--- config.mk ---
export PLATFORM = sky130hd
export DESIGN_NAME = button_conditioner
export DESIGN_NICKNAME = d
export VERILOG_FILES = /design/src/rtl/button_conditioner.sv
export SDC_FILE = /design/constraint.sdc
export NUM_CORES = 1
export LEC_CHECK = 0
export ABC_CLOCK_PERIOD_IN_PS = 3260
export BUFFER_PORTS_ARGS = -buffer_cell sky130_fd_sc_hd__buf_2
export CORE_ASPECT_RATIO = 0.7
export CORE_MARGIN = 1
export CORE_UTILIZATION = 57
export CTS_CLUSTER_DIAMETER = 60
export DETAILED_ROUTE_END_ITERATION = 10
export PLACE_DENSITY_LB_ADDON = 0.3
export SYNTH_ARGS = -nofsm -noshare
export SYNTH_HDL_FRONTEND = slang
export SYNTH_SLANG_ARGS = --single-unit
--- constraint.sdc ---
create_clock -name clk -period 3.26 [get_ports clk]
set_input_delay 0.163 -clock clk [delete_from_list [all_inputs] [get_ports clk]]
set_output_delay 0.163 -clock clk [all_outputs]
set_load 0.005 [all_outputs]
--- src/rtl/button_conditioner.sv ---
// Multi-channel push-button front end: synchroniser, debounce FSM, press/release strobes.
// Optional auto-repeat of press strobes while held is enabled by defining BTN_AUTOREPEAT_EN.
module button_conditioner #(
  parameter int N_BTN           = 4,
  parameter int SYNC_STAGES     = 2,
  parameter int DEBOUNCE_CYCLES = 1000000,
  parameter int REPEAT_DELAY    = 50000000,
  parameter int REPEAT_PERIOD   = 10000000
) (
  input  logic             clk,
  input  logic             reset_n,
  input  logic [N_BTN-1:0] bi,
  output logic [N_BTN-1:0] level,
  output logic [N_BTN-1:0] press,
  output logic [N_BTN-1:0] release_strobe,  // "release" is a reserved word
  output logic             any_press
);

  localparam int CW = $clog2(DEBOUNCE_CYCLES + 1);
  localparam logic [CW-1:0] CNT_ONE  = CW'(1);
  localparam logic [CW-1:0] CNT_LAST = CW'(DEBOUNCE_CYCLES - 1);
  localparam logic [CW-1:0] CNT_MAX  = CW'(DEBOUNCE_CYCLES);

`ifdef BTN_AUTOREPEAT_EN
  localparam int RMAX = (REPEAT_DELAY > REPEAT_PERIOD) ? REPEAT_DELAY : REPEAT_PERIOD;
  localparam int RW   = $clog2(RMAX + 1);
  localparam logic [RW-1:0] RD_LAST = RW'(REPEAT_DELAY - 1);
  localparam logic [RW-1:0] RP_LAST = RW'(REPEAT_PERIOD - 1);
`endif

  typedef enum logic [1:0] {
    IDLE         = 2'd0,
    PRESS_WAIT   = 2'd1,
    HELD         = 2'd2,
    RELEASE_WAIT = 2'd3
  } state_t;

  for (genvar gi = 0; gi < N_BTN; gi++) begin : g_ch
    logic [SYNC_STAGES-1:0] sync_reg;
    logic                   s;
    state_t                 state_reg;
    logic [CW-1:0]          cnt_reg;
    logic                   level_reg;
    logic                   press_reg;
    logic                   release_reg;
`ifdef BTN_AUTOREPEAT_EN
    logic [RW-1:0]          rcnt_reg;
    logic                   rep_phase_reg;  // 0: waiting initial delay, 1: periodic
    logic [RW-1:0]          rep_last;
    assign rep_last = rep_phase_reg ? RP_LAST : RD_LAST;
`endif

    always_ff @(posedge clk or negedge reset_n) begin
      if (!reset_n) sync_reg <= '0;
      else          sync_reg <= {sync_reg[SYNC_STAGES-2:0], bi[gi]};
    end
    assign s = sync_reg[SYNC_STAGES-1];

    always_ff @(posedge clk or negedge reset_n) begin
      if (!reset_n) begin
        state_reg   <= IDLE;
        cnt_reg     <= '0;
        level_reg   <= 1'b0;
        press_reg   <= 1'b0;
        release_reg <= 1'b0;
`ifdef BTN_AUTOREPEAT_EN
        rcnt_reg      <= '0;
        rep_phase_reg <= 1'b0;
`endif
      end else begin
        press_reg   <= 1'b0;
        release_reg <= 1'b0;
        unique case (state_reg)
          IDLE: begin
            if (s) begin
              state_reg <= PRESS_WAIT;
              cnt_reg   <= CNT_ONE;
            end
          end
          PRESS_WAIT: begin
            if (!s) begin
              state_reg <= IDLE;
              cnt_reg   <= '0;
            end else if (cnt_reg == CNT_LAST) begin
              state_reg <= HELD;
              cnt_reg   <= '0;
              level_reg <= 1'b1;
              press_reg <= 1'b1;
`ifdef BTN_AUTOREPEAT_EN
              rcnt_reg      <= '0;
              rep_phase_reg <= 1'b0;
`endif
            end else if (cnt_reg != CNT_MAX) begin
              cnt_reg <= cnt_reg + CNT_ONE;
            end
          end
          HELD: begin
            if (!s) begin
              state_reg <= RELEASE_WAIT;
              cnt_reg   <= CNT_ONE;
`ifdef BTN_AUTOREPEAT_EN
              rcnt_reg      <= '0;
              rep_phase_reg <= 1'b0;
            end else if (rcnt_reg == rep_last) begin
              press_reg     <= 1'b1;
              rcnt_reg      <= '0;
              rep_phase_reg <= 1'b1;
            end else begin
              rcnt_reg <= rcnt_reg + RW'(1);
`endif
            end
          end
          RELEASE_WAIT: begin
            if (s) begin
              // bounce back: level never dropped, and any repeat timing restarts
              state_reg <= HELD;
              cnt_reg   <= '0;
`ifdef BTN_AUTOREPEAT_EN
              rcnt_reg      <= '0;
              rep_phase_reg <= 1'b0;
`endif
            end else if (cnt_reg == CNT_LAST) begin
              state_reg   <= IDLE;
              cnt_reg     <= '0;
              level_reg   <= 1'b0;
              release_reg <= 1'b1;
            end else if (cnt_reg != CNT_MAX) begin
              cnt_reg <= cnt_reg + CNT_ONE;
            end
          end
          default: begin
            state_reg <= IDLE;
            cnt_reg   <= '0;
          end
        endcase
      end
    end

    assign level[gi]          = level_reg;
    assign press[gi]          = press_reg;
    assign release_strobe[gi] = release_reg;
  end

  assign any_press = |press;

endmodule

Word-level counts from Yosys, hierarchy flattened

Cells that the tools add are included.
Widths: inputs -> output; s select.

Multiplexer cells: 96
$add $sub $neg: 4
Eq/ne operators: 52
Reduce and logical (&&, ||, !) cells: 21

Operators by type and width:

| operator              | count |
|---|---|
| $mux 20               | 24 |
| $pmux 20 s4           | 4 |
| $add 20x1->20 const B | 4 |
| $eq 20x20->1 const B  | 4 |
| $ne 20x20->1 const B  | 4 |
| $mux 2                | 24 |
| $ne 2x2->1 const B    | 24 |
| $mux 1                | 36 |
| $pmux 2 s4            | 4 |
| $ne 3x3->1 const B    | 8 |
| $reduce_and 5->1      | 4 |
| $eq 2x2->1 const B    | 8 |
| $reduce_and 4->1      | 4 |
| $eq 2x1->1 const B    | 4 |
| $logic_not 2->1       | 4 |
| $pmux 1 s2            | 4 |
| $reduce_and 2->1      | 4 |
| $reduce_bool 2->1     | 4 |
| $reduce_or 4->1       | 1 |

Logic and storage cells: 197
Bits of input ports: 6
Flip-flop bits (word level): 108
Output and inout bits: 13

Logic depth before layout (Yosys ltp)

Word-level depth: 5
Mapped depth: 8
Depth with buffers taken out: 7

Least setup slack after synthesis

No wires, ideal clock.

Path kind: reg2reg
Start: reg g_ch[3].cnt_reg[7]
End: reg g_ch[3].cnt_reg[16]
Setup slack: 1.226 ns
Period minus slack after synthesis: 2.034 ns
Buffers on the path: 1
Stages on the path, launching flop included: 7
Arrival time: 1.916 ns
Setup time: 0.118 ns
Cell sequence: dfrtp_1 -> or4_1 -> nor4_4 -> a21o_1 -> buf_4 -> o21ai_0 -> a21o_1

Word-level cells in the longest chain between the ends: 5
Elaborated cells between the ends (all ways): 8
Classes of those cells: add/sub: 1; eq/ne: 2; mux: 5

RTL lines:

| item                                          | RTL line | source |
|---|---|---|
| start, declared                               | 42       | `logic [CW-1:0] cnt_reg;` |
| start signal, assigned                        | 94       | `cnt_reg <= cnt_reg + CNT_ONE;` |
| start signal, assigned                        | 128      | `cnt_reg <= cnt_reg + CNT_ONE;` |
| $add 20x1->20 or $ne 20x20->1 (tied branches) | -        |  |
| $mux 20                                       | 93, 127  |  |
| $mux 20 *                                     | 122      | `end else if (cnt_reg == CNT_LAST) begin` |
| $mux 20 (on tied branches)                    | 114, 81  |  |
| $pmux 20 s4 *                                 | 73       | `unique case (state_reg)` |

Mark *: on every way between the ends. The rest lies on a longest branch, timed or not.
A chain may end at the register's enable or synchronous reset.

Final worst setup path

Start: reg g_ch[1].cnt_reg[7]
End: reg g_ch[1].cnt_reg[14]

Word-level cells in the longest chain between the ends: 5
Elaborated cells between the ends (all ways): 8
Classes of those cells: add/sub: 1; eq/ne: 2; mux: 5

RTL lines:

| item                                          | RTL line | source |
|---|---|---|
| start, declared                               | 42       |  |
| start signal, assigned                        | 94       |  |
| start signal, assigned                        | 128      |  |
| $add 20x1->20 or $ne 20x20->1 (tied branches) | -        |  |
| $mux 20                                       | 93, 127  |  |
| $mux 20 *                                     | 84       | `end else if (cnt_reg == CNT_LAST) begin` |
| $mux 20 (on tied branches)                    | 114, 81  |  |
| $pmux 20 s4 *                                 | 73       |  |

Marks and branches as above.

==> results.ini <==
[die]
ios = 19
core-area_um2 = 9800
die_h_um = 86.5
die-area_um2 = 10600
start_util_pct = 59.3
rows = 30
die_x_um = 123

[setup_path]
path_max_fanout = 13
slowest_stage = or4_1
reg2reg_setup_slack_ps = 790
r2r_end = g_ch[1].cnt_reg[14]
r2r_cells = 6
crit_arrival_ps = 2690
startpoint_type = register
slowest_delay_ps = 610
cp_cell_sequence = or4_1, nor4_4, a21oi_1, buf_4, a31oi_1, a31oi_1
crit_top_cell = a31oi_1
end_kind = register
worstPathRequired_ps = 3490
rr_startpoint = g_ch[1].cnt_reg[7]
crit_type = reg -> reg

[placed_design]
gp_congestion = 0.834
dpl.cell_count = 744
dp_hpwl_um = 8520
port_buffers = 18

[grt]
grt_max_degree = 60
grt_use_total_pct = 25.1
antenna_found_initial = 0
overflow = 0
grt_pass1_vias = 4365
grt_pass1_wl_um = 20800

[synthesis]
syn_area_um2 = 5810
syn_avg_cell_area_um2 = 9.27
synth_cell_types = 62
synth_flop_cell = dfrtp_1
ys.warnings.count = 0
async_reset_ff_share_pct = 100
synth_nets = 641
ys_ff_latch = 108
synthCells = 627
ys_seq_area_share_pct = 46.5
synth_edf_count = 0

[clock_network]
cts-buffers-inserted = 9
clkSlewWorstSetupHoldPaths_ps = 80
clock-sinks = 108
clk_latency_ps = 350
hold_buffers = 5
cts_setup_buffers = 0
htree_levels = 3
cts_buffer_depth = 2
cts_resized = 0
cts_tree = built
cts_root_buf = clkbuf_16

[sta]
setup_violations = 0
drv_slew = 0
finClkSkew_ps = 4.95
rsz0062_at_grt = no
setup-tns-final_ps = 0
relSlewSlack_pct = 35.1
min_period_ps = 2470
fmax_ghz = 0.405
final_hold_viol_count = 0
min_period_over_period_pct = 75.8
worst_pin_slew_ps = 973

[final_layout]
drive_gt1_share_pct = 9.42
nNetsFinal = 646
register_area_um2 = 2700
nFillCells = 803
final_core_util_pct = 64.0
antenna_cells = 0
layout_common_cells = 108 x dfrtp_1, 66 x nand2_1, 62 x o21ai_0
mostFrequentLayoutCell = dfrtp_1
largest_reg_flops = 80
fin_cells = 765
multi_input_area_um2 = 2810
syn_to_final_growth_pct = 7.92

[drt]
dr.first_iter.drc_count = 362
vias = 4753
wl_per_cell_um = 16.1
wl_um = 12300
ant_nets = 0
vias_per_cell = 6.21
route.detailed.drc = 0
firstDrtPassIters = 5

[hold_path]
min_path_cells = 0
min_to = g_ch[3].sync_reg[1]
hp-class = reg -> reg
min_from = g_ch[3].sync_reg[0]

[power]
vdd.ir_drop.worst_uv = 342
leakage_nw = 2.68
powerDensity_nw_per_um2 = 471

[run_status]
status = complete, no violations

[job]
drv_cap = 0

-- per-stage QoR --
stage          hold slack [ps]  cell area, um^2  setup slack (ps)  total power [mW]
2_1_floorplan             -133             5810              1230              1.76
3_3_place_gp               237             5920               934              1.86
5_1_grt                    366             6270               608              3.10
3_5_place_dp               245             5920               841              1.87
6_report                   352             6270               790              2.96
4_1_cts                    354             6270               834              2.98
-- final cells by class --
type	instances	share of cell area, %
multi-input combinational	458	44.9
timing repair buffer	28	3.07
clock inverter	7	1.24
clock buffer	9	3.59
sequential	108	43.1
inverter	27	1.62
tap	128	2.55
-- report_power, final --
part	switching, mW	internal (mW)	leakage (nW)
clock network	0.551	0.550	0.147
registers	0.0517	1.38	1.47
logic	0.284	0.141	1.07
-- synthesized netlist by cell type (12+ instances only) --
cell	number	area [um^2]
dfrtp_1	108	2700
nand2_1	66	248
o21ai_0	62	310
nand3_1	44	220
a21oi_1	34	170
inv_1	27	101
a31oi_1	26	163
nor2_1	26	97.6
nor3_1	17	85.1
clkbuf_1	16	60.1
buf_4	13	97.6
nand4_1	13	81.3
a21o_1	12	90.1
xor2_1	12	105
-- metal layers --
| layer | track usage, % | vias to the layer above | share of wire (%) |
|---|---|---|---|
| met4 | 6.76 | 0 | 1.0 |
| met1 | 35.6 | 2283 | 48 |
| met5 | 0 | - | 0 |
| met2 | 38.5 | 155 | 45 |
| met3 | 6.18 | 11 | 6.1 |
| li1 | - | 2304 | - |
-- worst max-delay path: cells and delay by family (launching register included) --
family / cells / cell delay, ps
flip-flops: 1 / 460
AND/OR/NAND/NOR: 2 / 1020
buffers and inverters: 1 / 290
AO/OA/AOI/OAI: 3 / 570
-- worst max-delay path by stage --
stage                       startpoint                  end  slack [ps]  cells past startpoint
floorplan           g_ch[3].cnt_reg[7]  g_ch[3].cnt_reg[16]        1230                      6
global placement    g_ch[1].cnt_reg[7]   g_ch[1].cnt_reg[5]         930                      6
detailed placement  g_ch[1].cnt_reg[7]   g_ch[1].cnt_reg[5]         840                      6
CTS                 g_ch[1].cnt_reg[7]   g_ch[1].cnt_reg[3]         830                      5
global route        g_ch[1].cnt_reg[7]   g_ch[1].cnt_reg[5]         610                      6
finish              g_ch[1].cnt_reg[7]  g_ch[1].cnt_reg[14]         790                      6
-- cells by family after synthesis --
kind of cell	Yosys count	synth area share [%]
compound gates	182	19.6
xor+xnor	20	3.01
fa+ha+maj	8	1.72
buf+inv	61	5.10
flops	108	46.5
mux	7	1.27
simple gates	241	22.8
No activity file was read; power rests on OpenSTA's default activity.
